$ cat src/rtl/tart_acquire_stream.sv
// tart_acquire_stream: strobe-driven antenna sample capture with decimation,
// an 8-entry FIFO and sequential single-word writes to the memory controller.
//
// Ports:
//   clock_i, reset_i            bus clock, async active-high reset
//   start_i, abort_i            capture control (start only honoured in IDLE)
//   length_i, decim_i           capture length (0 = 2^CBITS) and keep-1-in-N
//   locked_i, strobe_i, signal_i  sample source
//   mcb_ce_o, mcb_wr_o, mcb_adr_o, mcb_dat_o, mcb_rdy_i  memory write port
//   busy_o, done_o, oflow_o, unlock_o, count_o, state_o  status
`timescale 1ns/1ps
module tart_acquire_stream #(
    parameter int AXNUM = 24,
    parameter int WIDTH = 32,
    parameter int ABITS = 21,
    parameter int CBITS = 10,
    parameter int FBITS = 3,
    parameter int DBITS = 4,
    parameter int BASE  = 0,
    parameter int DELAY = 3
) (
    input  logic             clock_i,
    input  logic             reset_i,
    input  logic             start_i,
    input  logic             abort_i,
    input  logic [CBITS-1:0] length_i,
    input  logic [DBITS-1:0] decim_i,
    input  logic             locked_i,
    input  logic             strobe_i,
    input  logic [AXNUM-1:0] signal_i,
    output logic             mcb_ce_o,
    input  logic             mcb_rdy_i,
    output logic             mcb_wr_o,
    output logic [ABITS-1:0] mcb_adr_o,
    output logic [WIDTH-1:0] mcb_dat_o,
    output logic             busy_o,
    output logic             done_o,
    output logic             oflow_o,
    output logic             unlock_o,
    output logic [CBITS:0]   count_o,
    output logic [2:0]       state_o
);

    if (AXNUM > WIDTH || DELAY < 0) begin : g_bad_params
        $error("tart_acquire_stream: AXNUM must not exceed WIDTH");
    end

    localparam int DEPTH = 1 << FBITS;

    typedef enum logic [2:0] {
        S_IDLE    = 3'd0,
        S_ARMED   = 3'd1,
        S_CAPTURE = 3'd2,
        S_DRAIN   = 3'd3,
        S_DONE    = 3'd4
    } state_t;

    state_t state_q, state_d;

    logic [AXNUM-1:0] mem [DEPTH];
    logic [FBITS-1:0] wr_ptr, rd_ptr, rd_ptr_n;
    logic [FBITS:0]   fcnt, occ;
    logic [CBITS:0]   len_q, tally_q, tally_n, count_q;
    logic [DBITS-1:0] decim_q, dcnt_q;
    logic [ABITS-1:0] adr_q;
    logic [AXNUM-1:0] head_q;
    logic             ce_q, oflow_q, unlock_q;
    logic             full, cap, keep, push, pop, last;

    always_comb begin
        full     = (fcnt == (FBITS+1)'(DEPTH));
        cap      = strobe_i && locked_i && !abort_i &&
                   (state_q == S_ARMED || state_q == S_CAPTURE);
        keep     = cap && (dcnt_q == '0);
        // a full FIFO drops the sample even if a pop happens this cycle
        push     = keep && !full;
        pop      = ce_q && mcb_rdy_i;
        tally_n  = tally_q + (CBITS+1)'(keep);
        last     = keep && (tally_n == len_q);
        rd_ptr_n = rd_ptr + FBITS'(pop);
        occ      = fcnt - (FBITS+1)'(pop);
    end

    always_ff @(posedge clock_i or posedge reset_i) begin
        if (reset_i) state_q <= S_IDLE;
        else         state_q <= state_d;
    end

    always_comb begin
        state_d = state_q;
        unique case (state_q)
            S_IDLE:    if (start_i) state_d = S_ARMED;
            S_ARMED:   if (abort_i) state_d = S_DRAIN;
                       else if (keep) state_d = last ? S_DRAIN : S_CAPTURE;
            S_CAPTURE: if (abort_i || last) state_d = S_DRAIN;
            S_DRAIN:   if (fcnt == '0 && !ce_q) state_d = S_DONE;
            S_DONE:    state_d = S_IDLE;
            default:   state_d = S_IDLE;
        endcase
    end

    always_ff @(posedge clock_i or posedge reset_i) begin
        if (reset_i) begin
            len_q    <= '0;
            decim_q  <= '0;
            dcnt_q   <= '0;
            tally_q  <= '0;
            count_q  <= '0;
            oflow_q  <= 1'b0;
            unlock_q <= 1'b0;
            adr_q    <= ABITS'(BASE);
        end else if (state_q == S_IDLE && start_i) begin
            len_q    <= {length_i == '0, length_i};
            decim_q  <= decim_i;
            dcnt_q   <= '0;
            tally_q  <= '0;
            count_q  <= '0;
            oflow_q  <= 1'b0;
            unlock_q <= 1'b0;
            adr_q    <= ABITS'(BASE);
        end else begin
            if (cap)
                dcnt_q <= (dcnt_q == '0) ? decim_q : dcnt_q - DBITS'(1);
            tally_q <= tally_n;
            if (keep && full)
                oflow_q <= 1'b1;
            if (state_q == S_CAPTURE && strobe_i && !locked_i && !abort_i)
                unlock_q <= 1'b1;
            if (pop) begin
                adr_q   <= adr_q + ABITS'(1);
                count_q <= count_q + (CBITS+1)'(1);
            end
        end
    end

    always_ff @(posedge clock_i) begin
        if (push) mem[wr_ptr] <= signal_i;
    end

    // The head register shows the oldest entry still in the FIFO; the entry
    // is only released on acceptance, so total storage stays at DEPTH words.
    always_ff @(posedge clock_i or posedge reset_i) begin
        if (reset_i) begin
            wr_ptr <= '0;
            rd_ptr <= '0;
            fcnt   <= '0;
            ce_q   <= 1'b0;
            head_q <= '0;
        end else begin
            if (push) wr_ptr <= wr_ptr + FBITS'(1);
            rd_ptr <= rd_ptr_n;
            fcnt   <= occ + (FBITS+1)'(push);
            ce_q   <= (occ != '0);
            if (occ != '0) head_q <= mem[rd_ptr_n];
        end
    end

    assign mcb_ce_o  = ce_q;
    assign mcb_wr_o  = ce_q;
    assign mcb_adr_o = adr_q;
    assign mcb_dat_o = WIDTH'(head_q);
    assign busy_o    = (state_q != S_IDLE);
    assign done_o    = (state_q == S_DONE);
    assign oflow_o   = oflow_q;
    assign unlock_o  = unlock_q;
    assign count_o   = count_q;
    assign state_o   = state_q;

endmodule

$ cat config.mk
export PLATFORM = sky130hd
export DESIGN_NAME = tart_acquire_stream
export DESIGN_NICKNAME = d
export VERILOG_FILES = /design/src/rtl/tart_acquire_stream.sv
export SDC_FILE = /design/constraint.sdc
export NUM_CORES = 1
export LEC_CHECK = 0
export BUFFER_PORTS_ARGS = -buffer_cell sky130_fd_sc_hd__buf_2
export CORE_ASPECT_RATIO = 0.8
export CORE_MARGIN = 5
export CORE_UTILIZATION = 35
export CTS_CLUSTER_DIAMETER = 30
export DETAILED_ROUTE_END_ITERATION = 8
export PLACE_DENSITY_LB_ADDON = 0.3
export SLEW_MARGIN = 20
export SYNTH_ARGS = -nofsm -noshare
export SYNTH_HDL_FRONTEND = slang
export SYNTH_SLANG_ARGS = --single-unit
export TNS_END_PERCENT = 5
$ cat constraint.sdc
create_clock -name clock_i -period 5.8 [get_ports clock_i]
set_input_delay 1.16 -clock clock_i [delete_from_list [all_inputs] [get_ports clock_i]]
set_output_delay 1.16 -clock clock_i [all_outputs]
set_load 0.01 [all_outputs]
* Yosys cells after proc, flatten, opt, wreduce, memory -nomap -nowiden
Memories as Yosys holds them, arrays and structs flattened. A register that Yosys moved wholly into a read port is not among the register bits.
Cells that the tools add are included.
** Operators by class
- Add/sub/neg operators :: 8
- Equality and inequality tests :: 10
- Multiplexer cells :: 21
- Reduce and logical (&&, ||, !) cells :: 30
** Operator list (count)
- 21-bit 2-to-1 mux :: 2
- 11-bit 2-to-1 mux :: 3
- 21-bit by 1-bit adder with 21-bit output (second input constant) :: 1
- 3-bit 2-to-1 mux :: 5
- 1-bit logical AND :: 13
- 4-bit 2-to-1 mux :: 3
- 3-bit one-hot mux with 4 select lines :: 1
- 11-bit by 1-bit adder with 11-bit output :: 1
- 11-bit by 1-bit adder with 11-bit output (second input constant) :: 1
- 11-bit equality test :: 1
- 10-bit zero test :: 1
- 4-bit zero test :: 2
- 2-bit nonzero test :: 4
- 1-bit 2-to-1 mux :: 7
- 3-bit by 2-bit equality test with 1-bit output (second input constant) :: 2
- 2-bit != test (second input constant) :: 3
- 4-bit by 1-bit adder with 4-bit output :: 1
- 4-bit equality test (second input constant) :: 1
- 1-bit zero test :: 4
- 4-bit AND reduction :: 1
- 4-bit nonzero test :: 1
- 4-bit by 1-bit subtractor with 4-bit output :: 1
- 4-bit by 1-bit subtractor with 4-bit output (second input constant) :: 1
- 3-bit by 1-bit adder with 3-bit output :: 1
- other kinds (7) :: 8
** Storage, ports and cells
- Register bits after elaboration :: 78
- Bits in writable memories :: 192
- Input port bits :: 45
- Output and inout bits :: 73
- Word-level logic and storage cells :: 83
- Memories kept :: 1
** Memories
- mem :: depth 8, bits a word 24, read ports 1, clocked after Yosys merged registers in 1, wr ports 1, line 60 : logic [AXNUM-1:0] mem [DEPTH];

* Depth between registers and ports, before layout
Gate-level depths: netlist of run 1.
- Word-level depth :: 11
- Mapped depth :: 12
- Mapped depth without buffers :: 12

* Least setup slack after synthesis of run 1
No wires, ideal clock.
- Path kind :: input -> register
- Start point :: input port abort_i
- End point :: memory mem[0][0] (enable)
- Setup time :: 0.435 ns
- Arrival :: 3.751 ns
- Required time :: 5.365 ns
- Slack :: 1.613 ns
- Stages :: 5
- Path buffers :: 0
- Path through :: nor3b_1 > nand4_1 > a21oi_2 > nand2b_1 > nor3_1
** On the way
- Word-level cells in the longest chain between the ends :: 7
** RTL lines
- start, declared :: line 25 : input logic abort_i,
- 1-bit zero test :: line 72 : cap = strobe_i && locked_i && !abort_i &&
- 1-bit logical AND (2 in a row) :: line 72
- 1-bit logical AND :: line 74 : keep = cap && (dcnt_q == '0);
- 1-bit logical AND :: line 76 : push = keep && !full;
- net push :: line 68 : logic full, cap, keep, push, pop, last;
- 1-bit 2-to-1 mux :: line 137 : if (push) mem[wr_ptr] <= signal_i;
- 1-bit 2-to-1 mux (implied by the code) :: line 137
- end, declared :: line 60
The timed path passes the listed nets, and every way through them passes these cells.

* Worst setup path after layout of run 1
- Start point :: input port mcb_rdy_i
- End point :: register head_q[8] (read register of mem)
** On the way
- Elaborated cells on any way between the ends :: 4
- Classes of those cells :: 2 x add/sub; 2 x reduce/logical
** RTL lines
- start, declared :: line 32 : input logic mcb_rdy_i,
- 1-bit logical AND :: line 77 : pop = ce_q && mcb_rdy_i;
- 3-bit by 1-bit adder with 3-bit output :: line 80 : rd_ptr_n = rd_ptr + FBITS'(pop);
- net rd_ptr_n[1] :: line 61 : logic [FBITS-1:0] wr_ptr, rd_ptr, rd_ptr_n;
- end, declared :: line 66 : logic [AXNUM-1:0] head_q;
The timed path passes the listed nets, and every way through them passes these cells.
A chain may end at the register's enable or synchronous reset.

==> results of run 1 <==
layer usage:
layer	global-route usage	up-vias	wire, um
met5	0	-	19
met4	0.0403	4	520
met3	0.0346	45	1290
met2	0.206	124	11900
met1	0.192	3418	12100
li1	-	3149	-
flip-flops by register name, summed over array words and instances, names as in the netlist, 3 cells and up:
signal     flops
fcnt           4
rd_ptr         3
dcnt_q         4
len_q         11
decim_q        4
mcb_adr_o     21
state_o        3
head_q        24
count_o       11
tally_q       11
wr_ptr         3
mem          192
metrics by stage:
step | cells | hold slack, ns
floorplan | 761 | 0.446
global placement | 1319 | 0.468
detailed placement | 1319 | 0.469
CTS | 1425 | 0.481
global route | 1426 | 0.503
finish | 1426 | 0.474
placed cells by master, fill, tap and decap left out, types with 5 or more instances in the layout:
| cell | synthesis | routed |
|---|---|---|
| a21oi_1 | 15 | 15 |
| and2_1 | 6 | 5 |
| and3_1 | 5 | 5 |
| buf_2 | 6 | 109 |
| buf_4 | 10 | 13 |
| bufinv_16 | 0 | 5 |
| clkbuf_1 | 13 | 7 |
| clkbuf_16 | 0 | 56 |
| clkinv_1 | 0 | 6 |
| clkinv_2 | 0 | 12 |
| clkinv_4 | 0 | 6 |
| clkinvlp_4 | 0 | 7 |
| conb_1 | 1 | 8 |
| dfrtp_1 | 102 | 102 |
| edfxtp_1 | 192 | 192 |
| ha_1 | 14 | 12 |
| inv_1 | 12 | 11 |
| inv_6 | 0 | 5 |
| mux2_2 | 49 | 49 |
| mux4_2 | 48 | 48 |
| nand2_1 | 71 | 71 |
| nand2b_1 | 5 | 5 |
| nand3_1 | 11 | 11 |
| nand4_1 | 12 | 12 |
| nor2_1 | 56 | 50 |
| nor2_2 | 0 | 6 |
| nor3_1 | 10 | 8 |
| nor4_1 | 5 | 5 |
| o21ai_0 | 14 | 14 |
| or3_1 | 8 | 8 |
| xnor2_1 | 26 | 26 |
| xor2_1 | 20 | 19 |
where the power goes:
group,internal [W],leakage [nW],switching [W],total [W]
clock,0.00200,0.890,0.00108,0.00308
sequential,0.00250,3.03,0.000205,0.00271
combinational,0.00123,1.86,0.00101,0.00224
total,0.00573,5.77,0.00229,0.00802
cell usage after synthesis, types with 6 or more instances:
cell type / instances
nand2_1: 71
xor2_1: 20
mux2_2: 49
mux4_2: 48
clkbuf_1: 13
buf_2: 6
nand4_1: 12
or3_1: 8
nand3_1: 11
xnor2_1: 26
o21ai_0: 14
buf_4: 10
ha_1: 14
nor3_1: 10
dfrtp_1: 102
nor2_1: 56
inv_1: 12
edfxtp_1: 192
a21oi_1: 15
and2_1: 6
worst register-to-register path, stage by stage, from the launching register on:
cell,delay (ns)
dfrtp_1,0.40
inv_1,0.09
ha_1,0.14
nor3b_2,0.52
nand4_1,0.39
inv_1,0.21
ha_1,0.17
ha_1,0.24
nand3_1,0.12
nor3_1,0.35
xnor3_1,0.20
nand2_1,0.05
o31ai_1,0.28
layout make-up:
type	instances	share of cell area
clock inverters	43	0.0277
multi-input cells	419	0.241
repair buffers	123	0.0444
inverters	12	0.00315
clock buffers	63	0.0945
flip-flops and latches	294	0.551
well taps	472	0.0391
final timing paths:
kind	slack, ns	to
max in group asynchronous	3.82	wr_ptr[1]
min reg2reg	0.47	decim_q[3]
max reg2reg	2.53	state_o[0]
min	0.47	decim_q[3]
min in group asynchronous	0.70	mcb_adr_o[5]
max	2.48	head_q[8]
cells by family after synthesis:
family	after synthesis	synth area share
xor+xnor	50	0.0406
fa+ha+maj	14	0.0144
buf+inv	48	0.0213
flops	294	0.685
mux	99	0.136
compound gates	43	0.0209
simple gates	205	0.0809
other cells	1	0.000309
==> results.cfg, run 1 <==
[setup_path]
end_kind = register
path_cells = buf_2 > and2_4 > ha_4 > ha_2 > buf_4 > mux4_2 > mux2_2 > mux2_2
timing.rr.start = dcnt_q[0]
crit_top_cell = mux2_2
required_ns = 6.25
cp_max_fo = 38
path_class = primary input to register
crit_start = mcb_rdy_i
startpoint_type = primary input
cp_top_family = adder cells
rr_worst_depth = 12
crit_slowest_cell = ha_2
critical_path.max_stage_delay_ns = 1.02
path_buf_inv = 2
crit_cells = 8
worstPathArrival_ns = 3.78

[cts]
postCtsSetupRepairBufs = 0
clock_latency_ns = 0.57
clockBufferDepth = 3
cts_tree = done
numCtsBuffers = 56
cts_hold_buf = 0
worst_setup_hold_path_clk_slew_ns = 0.05
cts_max_level = 2
cts-root-buf = clkbuf_16
cts.repair.resized = 0
clock-sinks = 294

[global_route]
antenna_found_initial = 2
grt_pass1_vias = 7048
grt_pass1_wl_um = 40900
grt-ovfl-total = 0
grt_max_degree = 58
grt_usage = 0.135

[final_layout]
fillers = 3100
num_antenna_cells = 0
final_layout_size_suffix_gt1_frac = 0.348
final_cell_area_um2 = 15100
multiInputGateArea_um2 = 3640
nNetsFinal = 965
fin_util = 0.438
area_growth_pct = 24.5
ff_latch_area_um2 = 8320

[routing]
ant_nets = 0
via_per_inst = 4.73
drc_errors = 0
vias = 6740
wirelength_um = 25800
wl_per_cell_um = 18.1
drt-initial-drc-count = 528
first_pass_iters = 4

[min_path]
hold_start = decim_q[3]
hold_depth = 2
hp-class = register to register

[timing]
tightestPinTransition_ns = 1.04
finClkSkew_ns = 0.0274
hold_viol = 0
maxSlewHeadroom = 0.304
slew_viol_final = 0
setup_tns_ns = 0
rsz0062_at_grt = false
fin_crit_sh = 0.573
period_needed_ns = 3.32
fin_ws_ns = 2.48
setup_viol = 0
fmax_ghz = 0.301

[run]
drv_cap = 0

[place]
dpl_worst_slack_ns = 1.86
gp_congestion = 0.729
placed_area_um2 = 13200
io_buffers = 109
hpwl_um = 15600

[power]
leakagePower_nw = 5.77
peakVddDrop_v = 0.000321
power_w = 0.00802
power.density_nw_per_um2 = 531

[floorplanning]
die_x_um = 218
io_pins = 118
die_height_um = 177
die_area_um2 = 38500
initial_utilization = 0.352
rows = 61
coreArea_um2 = 34500

[yosys]
postSynthAreaPerCell_um2 = 16.1
synth_flop_cell = edfxtp_1
synth.top_cells.by_area = edfxtp_1 48%, dfrtp_1 21%, mux4_2 8.9%, mux2_2 4.5%, nand2_1 2.2%
synth_top_area_cell = edfxtp_1
synth_seq_cells = 294
async_flop_share = 0.347
synth_cell_type_count = 47
ys_seq_area_frac = 0.685
synth_top_area_share = 0.475
syn_inst = 754
syn_area_um2 = 12100
synth_edf_count = 192
ys_warn_count = 0

[run_status]
outcome = completed
No activity file was read; power rests on OpenSTA's default activity.
==> inputs of run 2 (changes only) <==
==> constraint.sdc (replaced) <==
create_clock -name clock_i -period 3.2 [get_ports clock_i]
set_input_delay 0.64 -clock clock_i [delete_from_list [all_inputs] [get_ports clock_i]]
set_output_delay 0.64 -clock clock_i [all_outputs]
set_load 0.01 [all_outputs]
==> run 2 against run 1 <==
  * Global-route usage is 0.44 points higher
  * Register-to-register slack worse by 2.0 ns
  * Routed wire length rose by 2.5%
  * Via count up 1.1%
  * Clock power increased by 89%
  * Combinational power increased by 88%
  * Critical endpoint is now state_o[0]
  * Count of clock-buffer cells in the layout grew 1
==> results.cfg, run 2 (synthesis gave the netlist of run 1 again) <==
[final_layout]
final_cell_mix = 192 x edfxtp_1, 109 x buf_2, 102 x dfrtp_1
final_cell_area_um2 = 15400
fin_util = 0.448
final_common_cell = edfxtp_1
area_growth_pct = 27.2
nNetsFinal = 979
fin_cells = 1440
final_layout_size_suffix_gt1_frac = 0.354
num_antenna_cells = 0
largest_reg_flops = 192
largest_register = mem

[place]
hpwl_um = 15600
dpl_worst_slack_ns = 0.359
placed_area_um2 = 13500
dp_cells = 1333
io_buffers = 109
gp_congestion = 0.753

[power]
p_int_w = 0.0107
leakagePower_nw = 5.90
peakVddDrop_v = 0.000529
p_clk_frac = 0.389
power.density_nw_per_um2 = 967
seqPwrFrac = 0.329
swShare = 0.283
pwr-share-comb = 0.282
switchingPower_w = 0.00423

[run_status]
outcome = completed

[global_route]
antenna_found_initial = 2
grt_max_degree = 53
grt_usage = 0.140
grt-ovfl-total = 0
grt_pass1_wl_um = 42100
grt_pass1_vias = 7219

[timing]
tightestPinTransition_ns = 0.839
hold_viol = 0
fin_ws_ns = 0.553
fmax_ghz = 0.378
maxSlewHeadroom = 0.441
rsz0062_at_grt = false
setup_viol = 0
period_needed_ns = 2.65
fin_crit_sh = 0.827
slew_viol_final = 0
setup_tns_ns = 0
finClkSkew_ns = 0.0329

[floorplanning]
initial_utilization = 0.352
die_height_um = 177
rows = 61
coreArea_um2 = 34500
io_pins = 118
die_x_um = 218
die_area_um2 = 38500

[routing]
vias = 6814
via_per_inst = 4.73
drc_errors = 0
wl_per_cell_um = 18.3
ant_nets = 0
first_pass_iters = 5
drt-initial-drc-count = 361
wirelength_um = 26400

[setup_path]
end_kind = register
required_ns = 3.65
crit_top_cell = ha_1
path_cells = inv_1 > ha_1 > nor3b_2 > nand4_1 > inv_1 > ha_1 > ha_1 > nand3_1 > nor3_1 > xnor3_1 > nand2_1 > o31ai_1
path_class = register to register
startpoint_type = register
worstPathArrival_ns = 3.10
crit_slowest_cell = dfrtp_1
critical_path.max_stage_delay_ns = 0.40
cp_max_fo = 4
cp_top_family = simple AND/OR/NAND/NOR gates
path_buf_inv = 2
r2r_slack_ns = 0.55
timing.rr.start = dcnt_q[0]
rr_worst_depth = 12
crit_start = dcnt_q[0]
r2r_end = state_o[0]

[cts]
cts_max_level = 2
cts_hold_buf = 0
postCtsSetupRepairBufs = 0
numCtsBuffers = 57
clock_latency_ns = 0.58
cts.repair.resized = 0
worst_setup_hold_path_clk_slew_ns = 0.05
clockBufferDepth = 3
cts_tree = done
cts-root-buf = clkbuf_16
clock-sinks = 294

[run]
drv_cap = 0

[min_path]
hp-class = primary input to asynchronous set/reset pin
==> run 2: cell types whose count changed in the layout (fill, tap and decap cells not counted), moves of 2 or more <==
| cell | before | now |
|---|---|---|
| clkinvlp_4 | 7 | 9 |
| clkinv_2 | 12 | 6 |
| buf_12 | 0 | 14 |
| clkinv_4 | 6 | 3 |
| clkbuf_8 | 0 | 2 |
| clkbuf_1 | 7 | 5 |
| clkinv_1 | 6 | 11 |
==> run 2: worst max path at each step <==
stage                             to  cells past startpoint
after floorplan            mem[2][0]                      7
after global placement     head_q[4]                      7
after detailed placement   head_q[4]                      7
after CTS                 state_o[0]                     12
after global routing      state_o[0]                     12
final                     state_o[0]                     12
==> run 2: routing by layer <==
metal  wire length [um]  global-route usage  part of all wire  vias up
li1                   -                   -                 -     3164
met1              12100               0.192              0.46     3469
met2              12500               0.221              0.47      131
met3               1290              0.0355             0.049       46
met4                519              0.0419             0.020        4
met5                 21                   0           0.00079        -
==> run 2: power by group through the flow <==
| stage | clock network, W | registers (W) | logic, W |
|---|---|---|---|
| after global placement | 0 | 0.00498 | 0.00422 |
| after detailed placement | 0 | 0.00499 | 0.00428 |
| after CTS | 0.00594 | 0.00493 | 0.00432 |
| after floorplan | 0 | 0.00499 | 0.00299 |
| after global routing | 0.00613 | 0.00498 | 0.00465 |
| final | 0.00581 | 0.00492 | 0.00421 |
==> run 2: worst reg2reg max path: cells and delay by family (launching register included) <==
family | cells | cell delay [ns]
AOI/OAI and AO/OA | 1 | 0.24
xor gates and xnor gates | 1 | 0.19
adders and majority gates | 3 | 0.53
buffers and inverters | 2 | 0.23
DFF | 1 | 0.40
and+or+nand+nor | 5 | 0.95
==> run 2: area by class of cell <==
class / count / area (um2)
Fill cell: 3058 / 19100
Sequential cell: 294 / 8320
Multi-Input combinational cell: 419 / 3640
Clock buffer: 64 / 1470
Timing Repair Buffer: 136 / 923
Tap cell: 472 / 591
Clock inverter: 43 / 448
Inverter: 12 / 47.5
==> run 2: through the flow <==
stage	hold slack, ns	total power, W
2_1_floorplan	0.446	0.00798
5_1_grt	0.262	0.0158
3_5_place_dp	0.481	0.00927
6_report	0.247	0.0149
3_3_place_gp	0.472	0.00921
4_1_cts	0.242	0.0152
==> inputs of run 3 (changes only) <==
==> constraint.sdc (replaced) <==
create_clock -name clock_i -period 2.72 [get_ports clock_i]
set_input_delay 0.544 -clock clock_i [delete_from_list [all_inputs] [get_ports clock_i]]
set_output_delay 0.544 -clock clock_i [all_outputs]
set_load 0.01 [all_outputs]
==> run 3 against run 2 <==
  * Maximum frequency up 7.5%
  * Routed wire length up 0.59%
  * Sequential power up 17%
  * Highest routed layer unchanged
  * Register-to-register slack worse by 0.29 ns
  * Count of clock-buffer cells in the layout up 5
  * Via count up 1.7%
  * Global-route usage down 0.19 points
==> results.cfg, run 3 (synthesis gave the netlist of run 1 again) <==
[final_layout]
multiInputGateArea_um2 = 3650
final_cell_area_um2 = 15800
nNetsFinal = 996
num_antenna_cells = 0
ff_latch_area_um2 = 8320
final_common_cell = edfxtp_1
fillers = 3059
final_cell_mix = 192 x edfxtp_1, 109 x buf_2, 102 x dfrtp_1
largest_register = mem
final_layout_size_suffix_gt1_frac = 0.383
area_growth_pct = 30.0
largest_reg_flops = 192

[routing]
ant_nets = 0
via_per_inst = 4.75
wl_per_cell_um = 18.2
wirelength_um = 26600
vias = 6928
drc_errors = 0
drt-initial-drc-count = 419
first_pass_iters = 4

[timing]
rsz0062_at_grt = false
finalHoldWorstSlack_ns = 0.0676
setup_tns_ns = 0
setup_viol = 0
slew_viol_final = 0
maxSlewHeadroom = 0.565
fin_crit_sh = 0.905
fmax_ghz = 0.406
tightestPinTransition_ns = 0.651
period_needed_ns = 2.46
finClkSkew_ns = 0.0353
hold_viol = 0

[cts]
cts_max_level = 2
cts_hold_buf = 0
numCtsBuffers = 59
clockBufferDepth = 3
clock-sinks = 294
postCtsSetupRepairBufs = 0
worst_setup_hold_path_clk_slew_ns = 0.05
clock_latency_ns = 0.58
cts_tree = done
cts-root-buf = clkbuf_16
cts.repair.resized = 0

[floorplanning]
coreArea_um2 = 34500
die_area_um2 = 38500
rows = 61
die_x_um = 218
io_pins = 118
die_height_um = 177
initial_utilization = 0.352

[global_route]
antenna_found_initial = 4
grt_max_degree = 44
grt-ovfl-total = 0
grt_usage = 0.138
grt_pass1_vias = 7304
grt_pass1_wl_um = 41600

[power]
leakagePower_nw = 6.08
peakVddDrop_v = 0.000617
power.density_nw_per_um2 = 1150

[setup_path]
critical_path.max_stage_delay_ns = 0.40
end_kind = register
path_buf_inv = 3
required_ns = 2.96
crit_slowest_cell = dfrtp_1
cp_top_family = simple AND/OR/NAND/NOR gates
crit_top_cell = buf_4
path_class = register to register
startpoint_type = register
cp_max_fo = 15
worstPathArrival_ns = 2.70
path_cells = inv_1 > ha_1 > nor3b_2 > nand4_1 > buf_4 > a21oi_2 > nand2b_1 > nor2_2 > buf_4

[min_path]
hp-class = primary input to asynchronous set/reset pin

[place]
placed_area_um2 = 13700
gp_congestion = 0.756
hpwl_um = 16100
io_buffers = 109

[run_status]
outcome = completed

[run]
drv_cap = 0
run 3: metal layers:
| metal | GRT usage | vias up | part of all wire |
|---|---|---|---|
| met5 | 0 | - | 0.0021 |
| met4 | 0.0416 | 8 | 0.022 |
| met3 | 0.0321 | 62 | 0.048 |
| met2 | 0.214 | 153 | 0.46 |
| met1 | 0.194 | 3492 | 0.47 |
| li1 | - | 3213 | - |
run 3: worst paths after layout:
kind                       startpoint       endpoint  slack, ns  depth (start not counted)
min reg2reg                decim_q[0]     decim_q[0]       0.48                          2
max                         dcnt_q[0]     mem[4][15]       0.26                          9
min                           reset_i  mcb_adr_o[10]       0.07                          2
max reg2reg                 dcnt_q[0]     mem[4][15]       0.26                          9
max in group asynchronous     reset_i     tally_q[8]       1.99                          3
min in group clock_i       decim_i[0]     decim_q[0]       0.18                          3
run 3: area by class of cell:
cell class | instances | share of cell area
sequential | 294 | 0.527
multi-input combinational | 419 | 0.231
clock buffer | 69 | 0.102
timing repair buffer | 151 | 0.0672
tap | 472 | 0.0374
clock inverter | 43 | 0.0315
inverter | 12 | 0.00309
run 3: power breakdown:
part	leakage [nW]	internal [W]	switching, W	total, W
logic	2.04	0.00284	0.00221	0.00505
registers	3.03	0.00533	0.000433	0.00576
clock network	1.01	0.00488	0.00250	0.00738
total	6.08	0.0130	0.00514	0.0182
run 3: worst reg2reg max path, delay by kind of cell (launching register included):
kind                       cells  cell delay [ns]
buffers and inverters          3             0.58
adders and majority gates      1             0.14
and+or+nand+nor                4             0.83
AOI/OAI and AO/OA              1             0.18
DFF                            1             0.40
run 3: stage by stage:
step | utilization | std cells | setup slack [ns] | total power [W]
floorplan | - | 761 | -0.356 | 0.00939
global placement | 0.396 | 1348 | 0.161 | 0.0110
detailed placement | 0.396 | 1348 | 0.158 | 0.0110
CTS | 0.457 | 1460 | 0.210 | 0.0185
global route | 0.458 | 1460 | 0.00798 | 0.0192
finish | 0.458 | 1460 | 0.259 | 0.0182
